--- config.mk ---
export PLATFORM = sky130hd
export DESIGN_NAME = hazard_stall_unit
export DESIGN_NICKNAME = d
export VERILOG_FILES = /design/src/rtl/hazard_stall_unit.sv
export SDC_FILE = /design/constraint.sdc
export NUM_CORES = 1
export LEC_CHECK = 0
export BUFFER_PORTS_ARGS = -buffer_cell sky130_fd_sc_hd__buf_2
export CORE_UTILIZATION = 45
export CTS_CLUSTER_SIZE = 25
export DETAILED_ROUTE_END_ITERATION = 10
export GPL_TIMING_DRIVEN = 0
export PLACE_DENSITY = 0.79
export SLEW_MARGIN = 20
export SYNTH_ARGS = -nofsm -noshare
export SYNTH_HDL_FRONTEND = slang
export SYNTH_SLANG_ARGS = --single-unit
--- constraint.sdc ---
create_clock -name clk -period 2.6 [get_ports clk]
set_clock_uncertainty 0.15 [all_clocks]
set_input_delay 0.52 -clock clk [delete_from_list [all_inputs] [get_ports clk]]
set_output_delay 0.52 -clock clk [all_outputs]
set_load 0.02 [all_outputs]
--- src/rtl/hazard_stall_unit.sv ---
// Producer-side hazard control for the 5-stage LC-3b pipeline: load-use bubbles,
// data-memory wait freezes and LDI/STI double-access sequencing, plus saturating stall counters.
module hazard_stall_unit #(
  parameter int CNT_W = 16,
  parameter int LU_W  = 8
) (
  input  logic             clk,
  input  logic             rst,
  input  logic [3:0]       ifid_opcode,
  input  logic [2:0]       ifid_src1,
  input  logic [2:0]       ifid_src2,
  input  logic             ifid_bit5,
  input  logic             ifid_bit11,
  input  logic [3:0]       idex_opcode,
  input  logic [2:0]       idex_dest,
  input  logic             idex_ld_dest,
  input  logic [3:0]       exme_opcode,
  input  logic             dmem_read,
  input  logic             dmem_write,
  input  logic             dmem_resp,
  output logic             pc_stall,
  output logic             ifid_stall,
  output logic             idex_bubble,
  output logic             pipe_stall,
  output logic [CNT_W-1:0] stall_cycles,
  output logic [LU_W-1:0]  lu_events
);

  localparam logic [3:0] OP_ADD = 4'd1,  OP_LDB = 4'd2,  OP_STB = 4'd3,  OP_JSR = 4'd4;
  localparam logic [3:0] OP_AND = 4'd5,  OP_LDR = 4'd6,  OP_STR = 4'd7,  OP_NOT = 4'd9;
  localparam logic [3:0] OP_LDI = 4'd10, OP_STI = 4'd11, OP_JMP = 4'd12, OP_SHF = 4'd13;

  typedef enum logic [1:0] {RUN, MEM_WAIT, IND_WAIT} state_t;

  state_t state, state_next;
  logic   ind_first, ind_first_next;
  logic   use1, use2, loaduse, memop, ind_op, stall_raw, bubble_raw;

  // NOTE: every always_comb output gets a default first so no path leaves it unassigned (no latches).
  always_comb begin
    use1 = 1'b0;
    use2 = 1'b0;
    case (ifid_opcode)
      OP_ADD, OP_AND: begin use1 = 1'b1; use2 = ~ifid_bit5; end
      OP_JSR:         use1 = ~ifid_bit11;
      OP_NOT, OP_JMP, OP_SHF, OP_LDB, OP_LDR, OP_LDI: use1 = 1'b1;
      OP_STB, OP_STR, OP_STI: begin use1 = 1'b1; use2 = 1'b1; end
      default: ;
    endcase
  end

  assign loaduse = (idex_opcode == OP_LDB || idex_opcode == OP_LDR || idex_opcode == OP_LDI)
                 && idex_ld_dest
                 && ((use1 && idex_dest == ifid_src1) || (use2 && idex_dest == ifid_src2));

  assign memop  = dmem_read | dmem_write;
  assign ind_op = (exme_opcode == OP_LDI) || (exme_opcode == OP_STI);

  always_comb begin
    state_next     = state;
    ind_first_next = ind_first;
    stall_raw      = 1'b0;
    case (state)
      RUN: begin
        if (memop && ind_op) begin
          // The first access of LDI/STI never releases the pipe, even with an immediate response.
          stall_raw      = 1'b1;
          ind_first_next = ~dmem_resp;
          state_next     = dmem_resp ? IND_WAIT : MEM_WAIT;
        end else if (memop) begin
          stall_raw      = ~dmem_resp;
          ind_first_next = 1'b0;
          if (!dmem_resp) state_next = MEM_WAIT;
        end
      end
      MEM_WAIT: begin
        stall_raw = ind_first | ~dmem_resp;
        if (dmem_resp) begin
          state_next     = ind_first ? IND_WAIT : RUN;
          ind_first_next = 1'b0;
        end
      end
      IND_WAIT: begin
        stall_raw = ~dmem_resp;
        if (dmem_resp) state_next = RUN;
      end
      default: state_next = RUN;
    endcase
  end

  // A frozen pipe holds the load in EX, so the bubble is deferred to the first unfrozen cycle.
  assign bubble_raw  = loaduse & ~stall_raw;
  assign pipe_stall  = stall_raw & ~rst;
  assign idex_bubble = bubble_raw & ~rst;
  assign pc_stall    = pipe_stall | idex_bubble;
  assign ifid_stall  = pc_stall;

  // NOTE: sequential state uses non-blocking assignments so all registers sample pre-edge values.
  always_ff @(posedge clk) begin
    if (rst) begin
      state        <= RUN;
      ind_first    <= 1'b0;
      stall_cycles <= '0;
      lu_events    <= '0;
    end else begin
      state     <= state_next;
      ind_first <= ind_first_next;
      if (pc_stall && stall_cycles != '1) stall_cycles <= stall_cycles + CNT_W'(1);
      if (idex_bubble && lu_events != '1) lu_events <= lu_events + LU_W'(1);
    end
  end

endmodule

# After elaboration in Yosys (flattened, before gate mapping)
# Cells that the tools add are included.
dict set report totals {
  in_bits 29
  out_inout_bits 28
  regBits 27
}
dict set report op_classes {
  bitwise_logic 11
  reduce_logical 18
  n_mux 17
  add_sub_neg 2
  n_eq_ne 27
}
# operator n
set op_table {}
lappend op_table {{$eq A4 B4 Y1 const B} 8}
lappend op_table {{$eq A4 B3 Y1 const B} 5}
lappend op_table {{$add A16 B1 Y16 const B} 1}
lappend op_table {{$ne A16 B16 Y1 const B} 1}
lappend op_table {{$mux W2} 7}
lappend op_table {{$eq A4 B2 Y1 const B} 3}
lappend op_table {{$reduce_or A11 Y1} 1}
lappend op_table {{$add A8 B1 Y8 const B} 1}
lappend op_table {{$ne A8 B8 Y1 const B} 1}
lappend op_table {{$logic_and A1 B1 Y1} 7}
lappend op_table {{$eq A3 B3 Y1} 2}
lappend op_table {{$ne A3 B3 Y1 const B} 2}
lappend op_table {{$pmux W1 S2} 3}
lappend op_table {{$pmux W2 S3} 1}
lappend op_table {{$mux W1} 5}
lappend op_table {{$not A1 Y1} 5}
lappend op_table {{$eq A4 B1 Y1 const B} 1}
lappend op_table {{$logic_or A1 B1 Y1} 4}
lappend op_table {{$ne A2 B2 Y1 const B} 2}
lappend op_table {{$reduce_and A4 Y1} 1}
lappend op_table {{$and A1 B1 Y1} 3}
lappend op_table {{$or A1 B1 Y1} 3}
lappend op_table {{$pmux W1 S3} 1}
lappend op_table {{$reduce_and A3 Y1} 1}
lappend op_table {{6 further kinds} 6}

# Logic depth before layout (Yosys ltp)
dict set report logic_depth {
  word_depth 10
  mapped_depth 8
  depth_no_buf 7
}

# Worst setup path before layout
# No wires, ideal clock.
dict set report synth_path {
  path_kind {input port to output port}
  start {in idex_opcode[1]}
  end {out pc_stall}
  arrival_time_ns 2.106
  n_path_buf 2
  path_stages 7
  path_slack_ns -0.176
  cell_sequence {nor2b_1 -> nand4_1 -> nor4_4 -> nor3_2 -> buf_2 -> a21oi_1 -> buf_4}
}
dict set report synth_between {
  elab_chain_len 8
  word_cells_on_any_way 10
  cone_classes {3 x eq/ne; 3 x bitwise; 4 x reduce/logical}
}
# element line
set synth_rtl {}
lappend synth_rtl {{start, declared} 14} ;# input logic [3:0] idex_opcode,
lappend synth_rtl {{$eq A4 B2 Y1 or $eq A4 B3 Y1 (tied branches)} 52} ;# assign loaduse = (idex_opcode == OP_LDB || idex_opcode == OP_LDR || idex_opcode == OP_LDI)
lappend synth_rtl {{$logic_or A1 B1 Y1} 52}
lappend synth_rtl {{$logic_or A1 B1 Y1 *} 52}
lappend synth_rtl {{$logic_and A1 B1 Y1 *} 53} ;# && idex_ld_dest
lappend synth_rtl {{$logic_and A1 B1 Y1 *} 54} ;# && ((use1 && idex_dest == ifid_src1) || (use2 && idex_dest == ifid_src2));
lappend synth_rtl {{$and A1 B1 Y1 *} 92} ;# assign bubble_raw = loaduse & ~stall_raw;
lappend synth_rtl {{$and A1 B1 Y1 *} 94} ;# assign idex_bubble = bubble_raw & ~rst;
lappend synth_rtl {{$or A1 B1 Y1 *} 95} ;# assign pc_stall = pipe_stall | idex_bubble;
lappend synth_rtl {{end, declared} 21} ;# output logic pc_stall,
# Mark *: on every way between the ends. The rest lies on a longest branch, timed or not.

# Worst setup path after layout
dict set report layout_path {
  start {reg state[0]}
  end {out pc_stall}
}
dict set report layout_between {
  elab_chain_len 6
  word_cells_on_any_way 9
  cone_classes {2 x eq/ne; 1 x mux; 5 x bitwise; 1 x reduce/logical}
}
# element line
set layout_rtl {}
lappend layout_rtl {{start, declared} 35} ;# state_t state, state_next;
lappend layout_rtl {{start signal, assigned} 106} ;# state <= state_next;
lappend layout_rtl {{$eq A2 B2 Y1 (tied with other cells)} 63} ;# case (state)
lappend layout_rtl {{$pmux W1 S3 *} 63}
lappend layout_rtl {{$not A1 Y1} 92}
lappend layout_rtl {{$and A1 B1 Y1} 92}
lappend layout_rtl {{$and A1 B1 Y1} 94}
lappend layout_rtl {{$or A1 B1 Y1 *} 95}
# Marked as above.

==> impl_results.md <==
- Reg2Reg Capture Point: stall_cycles[15]$_SDFFE_PP0P_
- Number of diodes: 0
- Starting density of the core: roughly 50%
- Post-route DRC: 0
- Slew Limit Fails: 0
- Avg Inst Size Synth: 8.07 um^2
- Via density per instance: 5.58
- Synth Area in Adders: ~1.6%
- Final Wtd Congestion: about 0.81
- Largest area contributor in the netlist: dfxtp_1
- CP most frequent cell: buf_6
- Max cap viols: 0
- Clock Sink Count: 27
- Largest family of logic cells by synthesized area: simple AND/OR/NAND/NOR gates
- Layout cell share with drive strength beyond 1: 34.5%
- RSZ-0062 raised after global routing: true
- Die area: roughly 0.0037 mm^2
- Max Fclk: between 0.3 and 0.4 GHz
- Outcome: completed
- Die Y: between 60 and 70 um
- Data required, critical path: about 1.9 ns
- H-tree depth: 1
- Top cells by area, synth: dfxtp_1 35%, a21oi_1 6.7%, nand2_1 4.6%
- Commonest non-fill, non-tap cell in the layout: buf_2
- Hpwl dp: 2730 um
- WHS Endpoint: state[0]$_SDFFE_PP0P_
- Reg-to-Reg Start: stall_cycles[0]$_SDFFE_PP0P_
- Routed WL: ~3800 um
- EDFF count, synth: 0
- Synth Area in Compound Gates: 21.7%
- Worst-path clk slew: ~0.15 ns
- Total Power: around 0.00076 W
- DR vias: 1702
- Netlist cell types: 45
- Final #Nets: between 200 and 300
- Hold depth: 2
- Relative slew slack: 62.2%
- Top FF cell, synth: dfxtp_1
- Chip width: about 61 um
- Top Ports: 57
- Area Growth Syn to Fin: 34.0%
- YS warnings: 0
- Share of the synthesized area in the top cell type: a little over a third
- Hold Fails Final Rpt: 0
- Clk_lat worst skew: 0.32 ns
- CP max FO: 5
- Port Buffer Count: 55
- Seq cells post-synth: 27
- HP Start: dmem_resp
- Synth Area in Simple Gates: a little under a third
- Num CTS Buffers: 3
- Sequential fraction of the synthesis area: a little over a third
- First-pass GRT wire length: between 6000 and 7000 um
- CP Launch Type: flip-flop
- Syn_nets: between 200 and 250
- Core Region: between 0.003 and 0.004 mm^2
- # fillers: around 300
- CP Class: flip-flop to output port
- Initial DRC Count: 73
- CTS tree: done
- Crit-path slowest cell: dfxtp_4
- Crit path cell chain: nor3_4 -> o21ai_1 -> a211o_1 -> nor3_4 -> buf_6 -> a21oi_4 -> buf_6 -> buf_6
- Peak VDD IR: ~0.00024 V
- Setup violations, final: 0
- Rows: 20
- Fin crit period: ~2.5 ns
- Setup slack after layout: 0.0612 ns
- P per Cell Area: 365 mW/mm^2
- Hold Crit Class: primary input to flip-flop
- Mapped Area: 0.00156 mm^2
- GRT overflow: 0
- Worst Setup End Kind: output port
- Tcrit/Tclk final: a little over nine tenths
- FF-to-FF path depth: 7
- Worst-case clock buffer depth: 2
- Tot GR Track Use: between 20 and 25%
- Leak pwr: a little over 0.8 nW
- Worst path arrival time: 1.87 ns
- Xor/xnor share of the synthesized area: 3.37%
- Post-route ant nets: 0
- Cells after Synth: roughly 190
- Async SR Flop Fraction: 0%
- CP peak stage delay: ~0.4 ns
- Most frequent cells in the layout: 51 x buf_2, 25 x dfxtp_1, 20 x a21oi_1
- CTS root buf: clkbuf_4
- R2R Setup Slk: between 0.2 and 0.3 ns
- Mux cell area share after synthesis: under 10%
- Worst Tran Pin Value: around 0.57 ns
- Wire per inst: between 10 and 15 um
- Largest net degree at the start of global routing: 16
- Vias in the first global route: around 1500
- Worst slack at placement: -0.489 ns
- Initial antenna violation count: 0
- Router iterations before antenna repair: 4
flip-flops by register name, indices dropped and copies added, names as in the netlist:
name	count
state	2
lu_events	8
ind_first	1
stall_cycles	16
final cells by class:
class                      instances  area (um^2)  share of cell area, %
sequential                        27          546                   26.1
clock inverter                     1         5.00                  0.240
tap                               44         55.1                   2.64
timing repair buffer              64          368                   17.6
inverter                           7         28.8                   1.38
buffer                             8         56.3                   2.70
clock buffer                       3         22.5                   1.08
multi-input combinational        151         1010                   48.2
worst max path at each step:
stage | startpoint | endpoint | slack [ns]
floorplan | dmem_write | pc_stall | 0.01
global placement | dmem_write | pc_stall | -0.43
detailed placement | dmem_write | pc_stall | -0.49
CTS | idex_opcode[0] | pc_stall | -0.03
global route | idex_opcode[0] | pc_stall | -0.04
finish | state[0]$_SDFFE_PP0P_ | pc_stall | 0.06
cell families after synthesis:
kind of cell / Yosys count
adders and majority gates: 2
buffers and inverters: 15
AOI/OAI and AO/OA: 53
muxes: 3
DFF: 27
xor gates and xnor gates: 6
and+or+nand+nor: 87
repair_timing:
action,CTS,global route
gates resized for setup,19,4
pin swaps,5,5
endpoints found under the hold margin,0,0
hold buffers,0,0
setup buffers,6,3
setup endpoints to repair,3,3
metal layers:
metal	GRT usage [%]	share of wire (%)
met2	39.2	49
met4	10.4	1.4
met1	29.5	46
met3	2.13	4.2
met5	0	0
critical path, delay by kind of cell, from the launching register on:
family | cells | cell delay [ns]
AOI/OAI and AO/OA | 3 | 0.44
DFF | 1 | 0.40
buffers and inverters | 3 | 0.40
and+or+nand+nor | 2 | 0.31
Yosys cell counts (2+ instances only):
cell / count
buf_2: 2
or4_1: 5
nand3b_1: 3
or3_1: 7
nand3_1: 6
nor2b_1: 4
clkbuf_1: 3
and2_1: 2
nor3_2: 4
nand4_1: 8
nand2b_1: 2
o21ai_0: 11
nor3_1: 2
o41ai_1: 3
nand2_1: 19
o31ai_1: 8
nor4_1: 3
and3_1: 2
nor2_1: 16
xnor2_1: 5
a21oi_1: 21
dfxtp_1: 27
inv_1: 6
buf_4: 2
ha_1: 2
per-stage QoR:
stage / hold slack [ns] / setup TNS [ns] / area, um^2 / cells / util, %
global route: 0.256 / -0.0483 / 2090 / 305 / 65.7
global placement: 0.326 / -0.859 / 1900 / 292 / 59.7
finish: 0.270 / 0 / 2090 / 305 / 65.7
CTS: 0.252 / -0.0308 / 2050 / 302 / 64.5
detailed placement: 0.329 / -1.03 / 1900 / 292 / 59.7
floorplan: 0.308 / 0 / 1570 / 193 / -
report_power, final:
part | total, W | switching (W) | internal, W
logic | 0.000148 | 0.0000778 | 0.0000698
clock network | 0.000186 | 0.000128 | 0.0000577
registers | 0.000427 | 0.00000828 | 0.000419
total | 0.000761 | 0.000214 | 0.000547
Note: power is estimated with default switching activity, not from simulation.
